`src/rtl/seq_pkg.sv`:
```
// Shared types and constants for the instruction sequencer: ISA opcodes,
// controller states, decoded instruction classes, write-data selects and field positions.
package seq_pkg;

  typedef enum logic [2:0] {
    OP_STORE = 3'b000,
    OP_LOAD  = 3'b001,
    OP_ADD   = 3'b010,
    OP_BEQ   = 3'b101,
    OP_STOP  = 3'b111
  } opcode_e;

  typedef enum logic [2:0] {
    S_IDLE   = 3'd0,
    S_FETCH  = 3'd1,
    S_DECODE = 3'd2,
    S_EXEC   = 3'd3,
    S_MEMWB  = 3'd4,
    S_HALT   = 3'd5
  } state_e;

  // Opcode 001 splits on bit 12, so the decoder reports a class rather than a raw opcode.
  typedef enum logic [2:0] {
    CLS_NOP     = 3'd0,
    CLS_STORE   = 3'd1,
    CLS_LDI     = 3'd2,
    CLS_LDM     = 3'd3,
    CLS_ADD     = 3'd4,
    CLS_BEQ     = 3'd5,
    CLS_STOP    = 3'd6,
    CLS_ILLEGAL = 3'd7
  } instr_class_e;

  localparam logic [1:0] WSEL_IMM = 2'd0;
  localparam logic [1:0] WSEL_DM  = 2'd1;
  localparam logic [1:0] WSEL_ADD = 2'd2;

  localparam int OPC_LSB = 13;
  localparam int LDI_BIT = 12;
  localparam int TGT_LSB = 8;
  localparam int RD_LSB  = 8;
  localparam int RA_LSB  = 4;
  localparam int RB_LSB  = 0;
  localparam int IMM_LSB = 0;

endpackage

```
`src/rtl/instr_decoder.sv`:
```
// Combinational field decode of the latched instruction word: class, register and
// memory addresses, immediate, write-data select and branch target.
module instr_decoder
  import seq_pkg::*;
(
  input  logic [15:0] ir_i,
  output logic [2:0]  cls_o,
  output logic [3:0]  ra_a_o,
  output logic [3:0]  ra_b_o,
  output logic [3:0]  wa_o,
  output logic [3:0]  dm_addr_o,
  output logic [7:0]  imm_o,
  output logic [1:0]  wsel_o,
  output logic [4:0]  target_o
);

  instr_class_e cls_s;

  always_comb begin
    cls_s = CLS_NOP;
    case (ir_i[OPC_LSB +: 3])
      OP_STORE: cls_s = CLS_STORE;
      OP_LOAD:  cls_s = ir_i[LDI_BIT] ? CLS_LDI : CLS_LDM;
      OP_ADD:   cls_s = CLS_ADD;
      OP_BEQ:   cls_s = CLS_BEQ;
      OP_STOP:  cls_s = CLS_STOP;
      default:  cls_s = CLS_ILLEGAL;
    endcase
  end

  always_comb begin
    wsel_o = WSEL_IMM;
    case (cls_s)
      CLS_LDI: wsel_o = WSEL_IMM;
      CLS_LDM: wsel_o = WSEL_DM;
      CLS_ADD: wsel_o = WSEL_ADD;
      default: wsel_o = WSEL_IMM;
    endcase
  end

  // Store reads its data register from the low nibble; load-memory writes to it.
  assign cls_o     = cls_s;
  assign ra_a_o    = (cls_s == CLS_STORE) ? ir_i[RB_LSB +: 4] : ir_i[RA_LSB +: 4];
  assign ra_b_o    = ir_i[RB_LSB +: 4];
  assign wa_o      = (cls_s == CLS_LDM) ? ir_i[RB_LSB +: 4] : ir_i[RD_LSB +: 4];
  assign dm_addr_o = ir_i[RA_LSB +: 4];
  assign imm_o     = ir_i[IMM_LSB +: 8];
  assign target_o  = ir_i[TGT_LSB +: 5];

endmodule

```
`src/rtl/instruction_sequencer.sv`:
```
// Fetch/decode/execute controller for the 32 x 16-bit instruction memory.
// Define ILLEGAL_OP_TRAP_EN to halt with trap=1 on opcodes 011/100/110 (otherwise NOPs).
module instruction_sequencer
  import seq_pkg::*;
(
  input  logic        clk,
  input  logic        reset,
  input  logic        start,
  input  logic [15:0] instr,
  output logic [4:0]  pc,
  output logic [3:0]  rf_ra_a,
  output logic [3:0]  rf_ra_b,
  input  logic [15:0] rf_rd_a,
  input  logic [15:0] rf_rd_b,
  output logic        rf_we,
  output logic [3:0]  rf_wa,
  output logic [1:0]  rf_wsel,
  output logic [7:0]  imm,
  output logic        dm_we,
  output logic [3:0]  dm_addr,
  output logic        busy,
  output logic        halted
`ifdef ILLEGAL_OP_TRAP_EN
  ,
  output logic        trap
`endif
);

  state_e      state_q, state_d;
  logic [4:0]  pc_q, pc_d;
  logic [15:0] ir_q, ir_d;
  logic        rf_we_q, rf_we_d;
  logic        dm_we_q, dm_we_d;
  logic [3:0]  rf_wa_q, rf_wa_d;
  logic [3:0]  rf_ra_a_q, rf_ra_a_d;
  logic [3:0]  rf_ra_b_q, rf_ra_b_d;
  logic [3:0]  dm_addr_q, dm_addr_d;
  logic [7:0]  imm_q, imm_d;
  logic [1:0]  rf_wsel_q, rf_wsel_d;
  logic        busy_q, busy_d;
  logic        halted_q, halted_d;
`ifdef ILLEGAL_OP_TRAP_EN
  logic        trap_q, trap_d;
`endif

  logic [2:0]  dec_cls_s;
  logic [3:0]  dec_ra_a_s, dec_ra_b_s, dec_wa_s, dec_dm_addr_s;
  logic [7:0]  dec_imm_s;
  logic [1:0]  dec_wsel_s;
  logic [4:0]  dec_target_s;
  logic [4:0]  pc_inc_s;

  instr_decoder u_dec (
    .ir_i      (ir_q),
    .cls_o     (dec_cls_s),
    .ra_a_o    (dec_ra_a_s),
    .ra_b_o    (dec_ra_b_s),
    .wa_o      (dec_wa_s),
    .dm_addr_o (dec_dm_addr_s),
    .imm_o     (dec_imm_s),
    .wsel_o    (dec_wsel_s),
    .target_o  (dec_target_s)
  );

  assign pc_inc_s = pc_q + 5'd1;

  always_comb begin
    state_d   = state_q;
    pc_d      = pc_q;
    ir_d      = ir_q;
    rf_we_d   = 1'b0;
    dm_we_d   = 1'b0;
    rf_wa_d   = rf_wa_q;
    rf_ra_a_d = rf_ra_a_q;
    rf_ra_b_d = rf_ra_b_q;
    dm_addr_d = dm_addr_q;
    imm_d     = imm_q;
    rf_wsel_d = rf_wsel_q;
`ifdef ILLEGAL_OP_TRAP_EN
    trap_d    = trap_q;
`endif
    case (state_q)
      S_IDLE, S_HALT: begin
        if (start) begin
          state_d = S_FETCH;
          pc_d    = 5'd0;
`ifdef ILLEGAL_OP_TRAP_EN
          trap_d  = 1'b0;
`endif
        end else begin
          state_d = state_q;
        end
      end
      S_FETCH: begin
        ir_d    = instr;
        state_d = S_DECODE;
      end
      // Strobes are registered here so they are high exactly during EXEC.
      S_DECODE: begin
        rf_ra_a_d = dec_ra_a_s;
        rf_ra_b_d = dec_ra_b_s;
        dm_addr_d = dec_dm_addr_s;
        rf_wa_d   = dec_wa_s;
        imm_d     = dec_imm_s;
        rf_wsel_d = dec_wsel_s;
        rf_we_d   = (dec_cls_s == CLS_LDI) || (dec_cls_s == CLS_ADD);
        dm_we_d   = (dec_cls_s == CLS_STORE);
        state_d   = S_EXEC;
      end
      S_EXEC: begin
        state_d = S_FETCH;
        pc_d    = pc_inc_s;
        case (dec_cls_s)
          CLS_LDM: begin
            state_d = S_MEMWB;
            pc_d    = pc_q;
            rf_we_d = 1'b1;
          end
          CLS_STOP: begin
            state_d = S_HALT;
            pc_d    = pc_q;
          end
          CLS_BEQ: begin
            if (rf_rd_a == rf_rd_b) begin
              pc_d = dec_target_s;
            end else begin
              pc_d = pc_inc_s;
            end
          end
          CLS_ILLEGAL: begin
`ifdef ILLEGAL_OP_TRAP_EN
            state_d = S_HALT;
            pc_d    = pc_q;
            trap_d  = 1'b1;
`else
            pc_d    = pc_inc_s;
`endif
          end
          default: pc_d = pc_inc_s;
        endcase
      end
      S_MEMWB: begin
        state_d = S_FETCH;
        pc_d    = pc_inc_s;
      end
      default: state_d = S_IDLE;
    endcase
    busy_d   = (state_d != S_IDLE) && (state_d != S_HALT);
    halted_d = (state_d == S_HALT);
  end

  // State and registered outputs.
  always_ff @(posedge clk) begin
    if (reset) begin
      state_q   <= S_IDLE;
      pc_q      <= 5'd0;
      ir_q      <= 16'd0;
      rf_we_q   <= 1'b0;
      dm_we_q   <= 1'b0;
      rf_wa_q   <= 4'd0;
      rf_ra_a_q <= 4'd0;
      rf_ra_b_q <= 4'd0;
      dm_addr_q <= 4'd0;
      imm_q     <= 8'd0;
      rf_wsel_q <= 2'd0;
      busy_q    <= 1'b0;
      halted_q  <= 1'b0;
`ifdef ILLEGAL_OP_TRAP_EN
      trap_q    <= 1'b0;
`endif
    end else begin
      state_q   <= state_d;
      pc_q      <= pc_d;
      ir_q      <= ir_d;
      rf_we_q   <= rf_we_d;
      dm_we_q   <= dm_we_d;
      rf_wa_q   <= rf_wa_d;
      rf_ra_a_q <= rf_ra_a_d;
      rf_ra_b_q <= rf_ra_b_d;
      dm_addr_q <= dm_addr_d;
      imm_q     <= imm_d;
      rf_wsel_q <= rf_wsel_d;
      busy_q    <= busy_d;
      halted_q  <= halted_d;
`ifdef ILLEGAL_OP_TRAP_EN
      trap_q    <= trap_d;
`endif
    end
  end

  // A reset arriving during EXEC/MEMWB suppresses the strobe in that same cycle.
  assign rf_we   = rf_we_q & ~reset;
  assign dm_we   = dm_we_q & ~reset;
  assign pc      = pc_q;
  assign rf_ra_a = rf_ra_a_q;
  assign rf_ra_b = rf_ra_b_q;
  assign rf_wa   = rf_wa_q;
  assign rf_wsel = rf_wsel_q;
  assign imm     = imm_q;
  assign dm_addr = dm_addr_q;
  assign busy    = busy_q;
  assign halted  = halted_q;
`ifdef ILLEGAL_OP_TRAP_EN
  assign trap    = trap_q;
`endif

endmodule
```
`config.mk`:
```
export PLATFORM = sky130hd
export DESIGN_NAME = instruction_sequencer
export DESIGN_NICKNAME = d
export VERILOG_FILES = /design/src/rtl/seq_pkg.sv /design/src/rtl/instr_decoder.sv /design/src/rtl/instruction_sequencer.sv
export SDC_FILE = /design/constraint.sdc
export NUM_CORES = 1
export LEC_CHECK = 0
export ABC_CLOCK_PERIOD_IN_PS = 1860
export BUFFER_PORTS_ARGS = -buffer_cell sky130_fd_sc_hd__buf_2
export CORE_AREA = 2 2 80 82
export CTS_CLUSTER_SIZE = 10
export DETAILED_ROUTE_END_ITERATION = 6
export DIE_AREA = 0 0 82 84
export GPL_ROUTABILITY_DRIVEN = 0
export PLACE_DENSITY_LB_ADDON = 0.12
export SLEW_MARGIN = 10
export SYNTH_ARGS = -nofsm -noshare
export SYNTH_HDL_FRONTEND = slang
export SYNTH_SLANG_ARGS = --single-unit
```
`constraint.sdc`:
```
create_clock -name clk -period 1.86 [get_ports clk]
set_clock_uncertainty 0.05 [all_clocks]
set_input_delay 0.372 -clock clk [delete_from_list [all_inputs] [get_ports clk]]
set_output_delay 0.372 -clock clk [all_outputs]
set_load 0.01 [all_outputs]
```
# == Word-level counts from Yosys, hierarchy flattened ==
# Cells that the tools add are included.
# classes
muxes,14
eq_ne,20
reduce_logical,10
bitwise,4
n_addsub,1
# ops
op,count
$pmux W3 S5,2
$eq A3 B3 Y1 const B,8
$eq A16 B16 Y1,1
$eq A3 B2 Y1 const B,5
$pmux W5 S3,1
$mux W5,2
$pmux W5 S2,1
$eq A3 B1 Y1 const B,3
$mux W4,2
$logic_not A3 Y1,2
$pmux W3 S2,1
$reduce_bool A3 Y1,2
$reduce_or A2 Y1,3
$add A5 B1 Y5 const B,1
$ne A2 B2 Y1 const B,2
$pmux W2 S2,1
$mux W3,1
$ne A3 B3 Y1 const B,1
$reduce_and A3 Y1,1
$and A1 B1 Y1,2
$mux W1,2
$not A1 Y1,2
$pmux W1 S2,1
$logic_and A1 B1 Y1,1
$logic_or A1 B1 Y1,1
# word_totals
output_inout_bits,35
regBits,54
inputBits,51
elab_cells,62

# == Depth between registers and ports, before layout ==
# depth
word_depth,7
ltp_mapped,7
ltp_nobuf,6

# == Modules after synthesis ==
# Synthesis repeated with hierarchy kept, for this count alone.
# unflattened
hier_cells,342
area_unflattened_um2,2755.1
# modules_own_cells
mod,seq_area_each_um2,instances,cells_per_inst,area_each_um2
instruction_sequencer,1081.0,1,303,2422.3
instr_decoder,0.0,1,39,332.8

# == Worst setup path after synthesis ==
# No wires, ideal clock.
# synth_path
kind,reg2reg
startpoint,"register pc_q[0], in the netlist pc[0]"
endpoint,"register pc_q[4], in the netlist pc[4]"
t_required_ps,1717
slack_ps,175
period_less_slack_ps,1685
stages_incl_launch_ff,7
n_path_buf,0
setup_ps,93
t_arrival_ps,1542
cell_sequence,dfxtp_1 -> ha_1 -> nand3_1 -> or4b_1 -> a21oi_1 -> o21ai_0 -> o311ai_2
# synth_between
elab_chain_cells,4
# synth_rtl
element,line,text
start: declaration,instruction_sequencer.sv:30,"logic [4:0] pc_q, pc_d;"
start signal: assignment,instruction_sequencer.sv:173,pc_q <= pc_d;
$add A5 B1 Y5 *,instruction_sequencer.sv:65,assign pc_inc_s = pc_q + 5'd1;
$mux W5,instruction_sequencer.sv:124,if (rf_rd_a == rf_rd_b) begin
$pmux W5 S2,instruction_sequencer.sv:113,case (dec_cls_s)
$pmux W5 S3 *,instruction_sequencer.sv:82,case (state_q)
# Mark *: on every way between the ends. The rest lies on a longest branch, timed or not.
# A chain may end at the register's enable or synchronous reset.

# == Worst setup path in the final report ==
# layout_path
startpoint,"register pc_q[1], in the netlist pc[1]"
endpoint,"register pc_q[4], in the netlist pc[4]"
# The elaborated chain is that of the path after synthesis.

==> results.sh <==
export IMPL_synth_xor_area_share_pct=6.36
export IMPL_min_to="ir_q[4]"
export IMPL_die_w_um=82
export IMPL_multi_input_area_um2=1260
export IMPL_yosys_warnings=0
export IMPL_grt_pass1_wl_um=9580
export IMPL_fillers=654
export IMPL_port_buffers=85
export IMPL_synthesis_area_um2=2340
export IMPL_rrSetupSlack_ns=0.12
export IMPL_synthesis_nets=341
export IMPL_start_util_pct=38.4
export IMPL_grtUsageTotal_pct=17.8
export IMPL_ys_types=45
export IMPL_finalMaxSlewViolations=0
export IMPL_routedLengthMet1_um=2700
export IMPL_hold_viol=0
export IMPL_min_period_over_period_pct=93.7
export IMPL_post_synth_top_count_cell="nand2_1"
export IMPL_wl_um=5770
export IMPL_synth_top_area_cell="dfxtp_1"
export IMPL_fmax_mhz=574
export IMPL_fp_coreArea_um2=6100
export IMPL_crit_required_ns=2.02
export IMPL_die_h_um=84
export IMPL_peakVddDrop_uv=479
export IMPL_synth_edff_count=0
export IMPL_synth_adder_area_share_pct=0.535
export IMPL_design_area_um2=2970
export IMPL_drv_cap=0
export IMPL_cts_sinks=46
export IMPL_worst_path_largest_cell_delay_ns=0.47
export IMPL_cts_buffers=5
export IMPL_vias_per_cell=5.01
export IMPL_seqCellArea_um2=922
export IMPL_cp_start_kind="flip-flop"
export IMPL_rows=29
export IMPL_r2r_cells=6
export IMPL_rsz0062_at_grt="false"
export IMPL_finalSetupViolations=0
export IMPL_clock_latency_ns=0.30
export IMPL_dieArea_um2=6890
export IMPL_ioPinCount=86
export IMPL_antennaDiodeCount=0
export IMPL_synth_common_cells="60 x nand2_1, 46 x dfxtp_1, 34 x a21oi_1, 16 x nor2_1, 16 x xor2_1"
export IMPL_syn_area_per_cell_um2=8.10
export IMPL_synth_area_leaders="dfxtp_1 39%, nand2_1 9.6%, a21oi_1 7.3%"
export IMPL_async_flop_share_pct=0
export IMPL_tightestPinTransition_ns=0.447
export IMPL_routedWlPerCell_um=12.8
export IMPL_fin_cells=452
export IMPL_p_per_area_nw_per_um2=764
export IMPL_ys_seq_area_share_pct=39.4
export IMPL_dr_wl_met2_um=2610
export IMPL_grt_pass1_vias=2085
export IMPL_cp_end_kind="flip-flop"
export IMPL_synth_seq_cells=46
export IMPL_synth_top_family_by_area="simple AND/OR/NAND/NOR gates"
export IMPL_cp_data_arrival_time_ns=1.90
export IMPL_synth_compound_area_share_pct=17.3
export IMPL_crit_path_cell_trace="ha_1, nand3_1, or4b_1, a21oi_1, o21ai_0, o311ai_2"
export IMPL_post_route_min_period_ns=1.74
export IMPL_grt_antenna_before_repair=0
export IMPL_ant_nets=0
export IMPL_cp_slowest_cell="or4b_1"
export IMPL_cts_htree_levels=2
export IMPL_hold_depth=3
export IMPL_r2r_start="pc[1]"
export IMPL_status="complete, no violations"
export IMPL_cts_max_path_buffers=2
export IMPL_fin_setup_tns_ns=0
export IMPL_place_hpwl_um=4350
export IMPL_r2r_end="pc[4]"
export IMPL_synth_top_area_share_pct=39.4
export IMPL_max_slew_margin_rel_pct=70.2
export IMPL_post_dp_cell_area_um2=2850
export IMPL_utilization_pct=48.7
export IMPL_grt_max_degree=30
export IMPL_layout_drive_gt1_share_pct=32.8
export IMPL_nets=426
export IMPL_place_inst=444
export IMPL_root_buffer="clkbuf_8"
export IMPL_met3WireLength_um=330
export IMPL_dr_first_iter_drc_count=135
export IMPL_vias=2266
export IMPL_drcViolationCount=0
export IMPL_worstHoldStart="instr[4]"
export IMPL_leakagePower_nw=1.27
export IMPL_clk_pin_slew_ns=0.09
export IMPL_crit_path_max_fanout=5
export IMPL_cts_hold_buffers_added=0
export IMPL_synthSimpleGateAreaFrac_pct=25.9
export IMPL_worst_hold_path_type="in2reg"
export IMPL_synth_flop_cell="dfxtp_1"
export IMPL_top_layer_used="met4"
export IMPL_area_growth_pct=26.8
export IMPL_syn_inst=289
export IMPL_crit_type="reg2reg"
export IMPL_cts_tree="built"
export IMPL_synth_mux_area_fraction_pct=3.42
export IMPL_first_pass_iters=4
export IMPL_overflow=0
-- critical path: cells and delay by family, from the launching register on --
| kind | cells | cell delay [ns] |
|---|---|---|
| fa+ha+maj | 1 | 0.20 |
| flops | 1 | 0.42 |
| simple gates | 2 | 0.58 |
| compound gates | 3 | 0.41 |
-- state kept, by name, summed over array words and instances (netlist names) --
register  cells
rf_ra_b       3
dm_addr       4
rf_we_q       1
imm           1
halted        1
pc            5
state_q       3
dm_we_q       1
rf_ra_a       4
ir_q         16
busy          1
rf_wsel       2
rf_wa         4
-- logic make-up (layout without fill, tap and decap cells) --
| group | count (synthesis) | count (layout) |
|---|---|---|
| and+or+nand+nor | 121 | 121 |
| buffers and inverters | 30 | 116 |
| AOI/OAI and AO/OA | 66 | 66 |
| xor gates and xnor gates | 17 | 17 |
| muxes | 8 | 8 |
| adders and majority gates | 1 | 1 |
| DFF | 46 | 46 |
-- metrics by stage --
step                setup slack (ns)  hold WS (ns)  power, mW
floorplan                      0.175         0.394       1.38
global placement              0.0846         0.390       1.55
detailed placement            0.0717         0.397       1.55
CTS                            0.123         0.245       2.29
global route                0.000392         0.250       2.39
finish                         0.117         0.251       2.27
-- per-layer routing --
layer	global-route usage [%]	vias to the layer above
li1	-	1165
met1	24.1	1024
met2	27.3	68
met3	4.22	9
met4	6.52	0
met5	0	-
-- report_power, final --
| part | switching, mW | internal [mW] |
|---|---|---|
| combinational | 0.231 | 0.189 |
| clock | 0.347 | 0.401 |
| sequential | 0.0554 | 1.04 |
-- what timing repair did --
action / 4_1_cts / 5_1_grt
endpoints found under the setup margin: 0 / 2
buffers inserted: 0 / 0
gates resized for setup: 0 / 2
-- area by class of cell --
cell class | count | area share (%)
Tap cell | 77 | 3.25
Clock buffer | 6 | 2.45
Sequential cell | 46 | 31.1
Inverter | 5 | 0.633
Multi-Input combinational cell | 213 | 42.4
Timing Repair Buffer | 103 | 18.9
Clock inverter | 2 | 1.27
-- layout by cell type, fill, tap and decap left out, types with 3 or more instances in the layout --
cell / netlist / routed
a31oi_1: 4 / 4
nand2_1: 60 / 60
clkbuf_8: 0 / 5
xor2_1: 16 / 16
o21ai_0: 8 / 8
nor2b_1: 4 / 4
nor4_1: 4 / 4
mux2i_1: 8 / 8
buf_4: 8 / 18
or3_1: 3 / 3
dfxtp_1: 46 / 45
inv_1: 5 / 5
nand3_1: 11 / 11
a21oi_1: 34 / 34
nor3_1: 4 / 3
nor2_1: 16 / 16
a211oi_1: 9 / 9
buf_2: 6 / 85
nand2b_1: 3 / 3
-- worst max-delay path by stage --
stage,startpoint,to,slack [ns]
final,pc[1],pc[4],0.12
after global routing,state_q[2],pc[0],0.0004
after CTS,pc[0],pc[4],0.12
after detailed placement,rf_rd_b[4],pc[2],0.07
after global placement,rf_rd_b[4],pc[2],0.08
after floorplan,pc[0],pc[4],0.18
(Power assumes the default switching activity.)
